`src/rtl/oam_dma_ctrl.sv`:
```
// OAM DMA sequencer: FF46 write copies OAM_LEN bytes from a 256-byte source
// page into OAM. ROM pages are fetched over the cart ROM address mux, all
// other pages over the ext port. CPU ROM reads during a ROM-sourced
// transfer see 8'hFF (DMG bus conflict).
module oam_dma_ctrl #(
  parameter int ROM_AW  = 15,
  parameter int OAM_LEN = 160
) (
  input  logic              clk,
  input  logic              rst,
  input  logic              mce,
  input  logic              reg_we,
  input  logic [7:0]        reg_wdata,
  output logic [7:0]        reg_rdata,
  input  logic [ROM_AW-1:0] cpu_rom_addr,
  output logic [7:0]        cpu_rom_data,
  output logic [ROM_AW-1:0] rom_addr,
  input  logic [7:0]        rom_data,
  output logic [15:0]       ext_addr,
  output logic              ext_rd,
  input  logic [7:0]        ext_data,
  output logic              oam_we,
  output logic [7:0]        oam_addr,
  output logic [7:0]        oam_wdata,
  output logic              dma_active
);

  typedef enum logic [1:0] {S_IDLE, S_SETUP, S_XFER} state_t;

  state_t     r_state;
  logic [7:0] r_page;
  logic [7:0] r_idx;
  logic [7:0] r_cap_idx;
  logic       r_cap_pend;
  logic       r_cap_src;   // 1: capture from rom_data, 0: from ext_data
  logic       r_own_q;

  logic       w_rom_pg;
  logic       w_fetch;
  logic       w_own;

  // Pages below 2^(ROM_AW-8) live in cart ROM.
  assign w_rom_pg = ({1'b0, r_page} < 9'(1 << (ROM_AW - 8)));
  // A restart on the same mce suppresses the fetch.
  assign w_fetch  = (r_state == S_XFER) && mce && !reg_we;
  // DMA holds the ROM bus for every clk of a ROM-sourced XFER, not just mce.
  assign w_own    = (r_state == S_XFER) && w_rom_pg;

  assign rom_addr     = w_own ? {r_page[ROM_AW-9:0], r_idx} : cpu_rom_addr;
  assign ext_rd       = w_fetch && !w_rom_pg;
  assign ext_addr     = ext_rd ? {r_page, r_idx} : 16'h0000;
  // own_q lines up with the prom's one-clk read latency.
  assign cpu_rom_data = r_own_q ? 8'hFF : rom_data;
  assign reg_rdata    = r_page;
  assign dma_active   = (r_state != S_IDLE);

  // Sequencer, fetch/capture pipeline and registered OAM write port.
  always_ff @(posedge clk or posedge rst) begin
    if (rst) begin
      r_state    <= S_IDLE;
      r_page     <= 8'hFF;
      r_idx      <= 8'd0;
      r_cap_idx  <= 8'd0;
      r_cap_pend <= 1'b0;
      r_cap_src  <= 1'b0;
      r_own_q    <= 1'b0;
      oam_we     <= 1'b0;
      oam_addr   <= 8'd0;
      oam_wdata  <= 8'd0;
    end else begin
      r_own_q    <= w_own;
      r_cap_pend <= w_fetch;
      if (w_fetch) begin
        r_cap_src <= w_rom_pg;
        r_cap_idx <= r_idx;
      end
      // Capture is independent of state so a pending byte survives a restart.
      oam_we <= r_cap_pend;
      if (r_cap_pend) begin
        oam_addr  <= r_cap_idx;
        oam_wdata <= r_cap_src ? rom_data : ext_data;
      end
      if (reg_we) begin
        r_page  <= reg_wdata;
        r_idx   <= 8'd0;
        r_state <= S_SETUP;
      end else begin
        case (r_state)
          S_SETUP: if (mce) r_state <= S_XFER;
          S_XFER: if (mce) begin
            r_idx <= r_idx + 8'd1;
            if (r_idx == 8'(OAM_LEN - 1)) r_state <= S_IDLE;
          end
          default: r_state <= S_IDLE;
        endcase
      end
    end
  end

endmodule

```
`config.mk`:
```
export PLATFORM = sky130hd
export DESIGN_NAME = oam_dma_ctrl
export DESIGN_NICKNAME = d
export VERILOG_FILES = /design/src/rtl/oam_dma_ctrl.sv
export SDC_FILE = /design/constraint.sdc
export NUM_CORES = 1
export LEC_CHECK = 0
export CORE_AREA = 2 2 81 83
export CTS_BUF_LIST = sky130_fd_sc_hd__clkbuf_8
export DETAILED_ROUTE_END_ITERATION = 8
export DIE_AREA = 0 0 83 85
export GPL_ROUTABILITY_DRIVEN = 0
export PLACE_DENSITY_LB_ADDON = 0.12
export SETUP_SLACK_MARGIN = 0.02
export SYNTH_ARGS = -nofsm -noshare
export SYNTH_HDL_FRONTEND = slang
export SYNTH_SLANG_ARGS = --single-unit
```
`constraint.sdc`:
```
create_clock -name clk -period 1.6 [get_ports clk]
set_clock_uncertainty 0.2 [all_clocks]
set_input_delay 0.32 -clock clk [delete_from_list [all_inputs] [get_ports clk]]
set_output_delay 0.32 -clock clk [all_outputs]
set_load 0.02 [all_outputs]
```
After elaboration in Yosys (flattened, before gate mapping)
Cells that the tools add are included.

operators by class
  add/sub/neg operators = 1
  order comparisons = 1
  eq/ne operators = 6
  mux-type cells = 12
  reductions and logical operators = 11

operator list
  cell                 number
  $mux 8               5
  $mux 16              1
  $mux 15              1
  $add 8x1->8 const B  1
  $eq 8x8->1 const B   1
  $lt 8x8->1 const B   1
  $mux 2               4
  $ne 3x3->1 const B   2
  $reduce_bool 2->1    3
  $logic_and 1x1->1    4
  $pmux 2 s2           1
  $ne 3x2->1 const B   1
  $reduce_and 3->1     1
  $eq 2x1->1 const B   1
  $eq 2x2->1 const B   1
  $logic_not 1->1      2
  $reduce_and 2->1     1

storage, ports and cells
  register bits = 46
  input port bits = 43
  output and inout bits = 66
  logic and storage cells = 41

Logic depth before layout (Yosys ltp)
  depth in word-level cells = 5
  mapped depth = 6
  gate-level depth less buffers = 4

Least setup slack after synthesis
No wires, ideal clock.

  path kind = flip-flop to output port
  start = register r_state[1]
  end = output rom_addr[10]
  arrival time = 1.402 ns
  data required time = 1.080 ns
  slack = -0.322 ns
  cell stages (with the launch flop) = 6
  buffers on the path = 2
  cell sequence = dfrtp_1 -> nor2b_1 -> nor2b_4 -> buf_6 -> buf_8 -> mux2_1

between the ends
  longest elaborated chain between the ends = 3

ends and longest elaborated chain
  element                 line  RTL
  start, declared         30    state_t r_state;
  start signal, assigned  60    r_state <= S_IDLE;
  start signal, assigned  86    r_state <= S_SETUP;
  start signal, assigned  89    S_SETUP: if (mce) r_state <= S_XFER;
  $eq 2x2->1              47    assign w_own = (r_state == S_XFER) && w_rom_pg;
  $logic_and 1x1->1       47
  net w_own               40    logic w_own;
  $mux 15                 49    assign rom_addr = w_own ? {r_page[ROM_AW-9:0], r_idx} : cpu_rom_addr;
  end, declared           17    output logic [ROM_AW-1:0] rom_addr,

The timed path passes the listed nets, and every way through them passes these cells.

Worst setup path in the final report
  start = register r_state[0]
  end = output rom_addr[3]

between the ends
  longest elaborated chain between the ends = 3

ends and longest elaborated chain
  element            line
  $eq 2x2->1         47
  $logic_and 1x1->1  47
  $mux 15            49

Every way passes these cells.

==> impl_metrics.env <==
export IMPL_status="complete, but fails checks"
export IMPL_violations="negative setup slack"
export IMPL_grt_pass1_wl_um=10500
export IMPL_yosysWarnings=0
export IMPL_slew_headroom=0.715
export IMPL_clk_pin_slew_worst_paths_ns=0.09
export IMPL_synth_seq_area_share=0.506
export IMPL_timing_reg2reg_setup_slack_ns=-0.32
export IMPL_antenna_found_initial=0
export IMPL_grt_overflow_total=0
export IMPL_dr_pass1_iters=4
export IMPL_start_util=0.370
export IMPL_hold_class="in2async"
export IMPL_reg2reg_from="r_state[0]"
export IMPL_antenna_cells=0
export IMPL_yosysUniqueCellTypes=35
export IMPL_setup_slack_ns=-0.669
export IMPL_total_power_mw=2.98
export IMPL_instances_no_fill=437
export IMPL_worst_pin_slew_ns=0.428
export IMPL_die_x_um=83
export IMPL_fin_crit_ns=2.27
export IMPL_layout_drive_gt1_share=0.614
export IMPL_final_period_utilization=1.42
export IMPL_drtIter0Drc=51
export IMPL_core_mm2=0.00620
export IMPL_hold_viol_final=0
export IMPL_wl_per_cell_um=15.4
export IMPL_ant_nets=0
export IMPL_syn_avg_cell_area_um2=12.0
export IMPL_drv_cap=0
export IMPL_synth_nets=235
export IMPL_setup_viol=57
export IMPL_fin_tns_setup_ns=-24.40
export IMPL_p_leak_nw=2.09
export IMPL_slew_violations=0
export IMPL_synth_area_mm2=0.00229
export IMPL_die_area_mm2=0.00706
export IMPL_cts_buffers=5
export IMPL_path_max_fanout=5
export IMPL_cellPowerDensity_mw_per_mm2=675
export IMPL_row_count=29
export IMPL_r2r_end="r_idx[7]"
export IMPL_path_class="reg2out"
export IMPL_fmax_ghz=0.441
export IMPL_fin_hold_ws_ns=0.114
export IMPL_vias=2118
export IMPL_insertion_delay_ns=0.31
export IMPL_cts_htree_levels=2
export IMPL_irDropWorstVdd_v=0.000562
export IMPL_place_inst=407
export IMPL_ios=109
export IMPL_post_place_ws_ns=-0.934
export IMPL_dieHeight_um=85
export IMPL_portBuffers=108
export IMPL_root_buffer="clkbuf_8"
export IMPL_n_fill_cell=444
export IMPL_finalInstanceArea_mm2=0.00441
export IMPL_via_per_inst=4.85
export IMPL_grt_pass1_vias=2049
export IMPL_synth_cells=191
export IMPL_areaGrowthSynthToFinish_pct=92.5
export IMPL_ys_ff_latch=46
export IMPL_cp_start_kind="flop"
export IMPL_track_usage=0.187
export IMPL_wl_um=6720
export IMPL_crit_required_ns=1.08
export IMPL_grt_max_degree=28
export IMPL_nets=403
export IMPL_endpoint_kind="output port"
export IMPL_rsz0062_at_grt="true"
export IMPL_post_route_drc_count=0
export IMPL_cts_path_max_buffers=2
export IMPL_cts_tree="done"
export IMPL_reg2regPathDepth=6
export IMPL_placed_area_mm2=0.00385
export IMPL_cp_arrival_ns=1.75
export IMPL_dp_hpwl_um=4630
export IMPL_utilization=0.711
export IMPL_clock_sinks=46
[synthesized netlist by cell type]
master,number,share of area
nand3b_2,1,0.0049
buf_4,1,0.0033
nand4b_1,1,0.0038
nand2_1,3,0.0049
xor2_1,2,0.0076
nor2_1,13,0.021
buf_6,2,0.0098
nor2b_4,1,0.0060
dfstp_2,8,0.092
o31ai_1,5,0.016
and4bb_1,1,0.0055
or3_1,1,0.0027
nand4_1,1,0.0027
clkbuf_1,6,0.0098
clkbuf_2,1,0.0022
or2_2,10,0.027
o21ai_0,1,0.0022
nand3_1,1,0.0022
a21oi_1,14,0.031
buf_2,2,0.0044
nor2b_1,1,0.0027
ha_1,1,0.0055
dfrtp_1,38,0.41
buf_8,1,0.0065
nand3b_1,1,0.0033
nand4b_2,1,0.0065
inv_1,2,0.0033
mux2_2,29,0.14
nand4bb_1,1,0.0049
nor3b_1,1,0.0033
and2_1,2,0.0055
and3_1,15,0.041
or4_1,4,0.013
mux2i_1,9,0.039
mux2_1,10,0.049
[metal layers]
layer / part of all wire / wire length (um) / vias up / GRT usage
met3: 0.045 / 300 / 7 / 0.0370
met5: 0 / 0 / - / 0
li1: - / - / 1024 / -
met2: 0.50 / 3370 / 65 / 0.319
met1: 0.44 / 2970 / 1022 / 0.242
met4: 0.012 / 80 / 0 / 0.0581
[layout make-up]
| cell class | instances | area, um^2 | area share |
|---|---|---|---|
| clock buffers | 5 | 68.8 | 0.0156 |
| clock inverters | 3 | 23.8 | 0.00539 |
| repair buffers | 174 | 1770 | 0.402 |
| flip-flops and latches | 46 | 1160 | 0.264 |
| multi-input cells | 130 | 1280 | 0.289 |
| inverters | 2 | 11.3 | 0.00255 |
| well taps | 77 | 96.3 | 0.0218 |
[logic make-up (layout without fill, tap and decap cells)]
logic type      after synthesis  after routing  share of synthesized area
compound gates               20             20                     0.0491
xor+xnor                      2              2                    0.00764
fa+ha+maj                     1              1                    0.00545
buf+inv                      15            184                     0.0393
flops                        46             46                      0.506
mux                          48             48                      0.231
simple gates                 59             59                      0.161
[layout by cell type (no fill, tap or decap), types with 8 or more instances in the layout]
| cell | count |
|---|---|
| and3_4 | 11 |
| dfrtp_1 | 35 |
| mux2_2 | 22 |
| dfstp_2 | 8 |
| clkdlybuf4s50_1 | 40 |
| nor2_1 | 11 |
| dlygate4sd2_1 | 15 |
| mux2_4 | 17 |
| buf_6 | 66 |
| a21oi_1 | 9 |
| or2_4 | 9 |
| mux2i_1 | 9 |
| buf_4 | 37 |
[worst max path at each step]
stage / startpoint / end / slack, ns / cells after the start
floorplan: r_state[1] / rom_addr[10] / -0.25 / 5
global placement: reg_we / ext_addr[7] / -0.92 / 5
detailed placement: reg_we / ext_addr[2] / -0.93 / 5
CTS: r_state[0] / rom_addr[6] / -0.72 / 5
global route: r_state[1] / rom_addr[3] / -0.74 / 6
finish: r_state[0] / rom_addr[3] / -0.67 / 6
[power by group]
group | switching [mW] | internal [mW] | total [mW]
Sequential | 0.0564 | 1.27 | 1.32
Combinational | 0.412 | 0.509 | 0.920
Clock | 0.423 | 0.313 | 0.735
[sequential cells by signal (all words and copies together), names as in the netlist]
register,flops
oam_addr,8
oam_wdata,8
r_cap_idx,8
r_idx,8
reg_rdata,8
r_state,2
oam_we,1
r_cap_pend,1
r_cap_src,1
r_own_q,1
[timing repair]
action | 4_1_cts | 5_1_grt
cloned | 2 | 0
hold buffers | 0 | 0
buffers inserted | 14 | 8
gates resized for setup | 308 | 65
pin swaps | 10 | 2
setup endpoints to repair | 80 | 68
[critical path, cell delays in order (launching register included)]
cell     delay (ns)
dfrtp_1        0.43
nor2b_4        0.13
nor2b_4        0.20
buf_12         0.13
buf_12         0.11
mux2_4         0.30
buf_6          0.13
No activity file was read; power rests on OpenSTA's default activity.
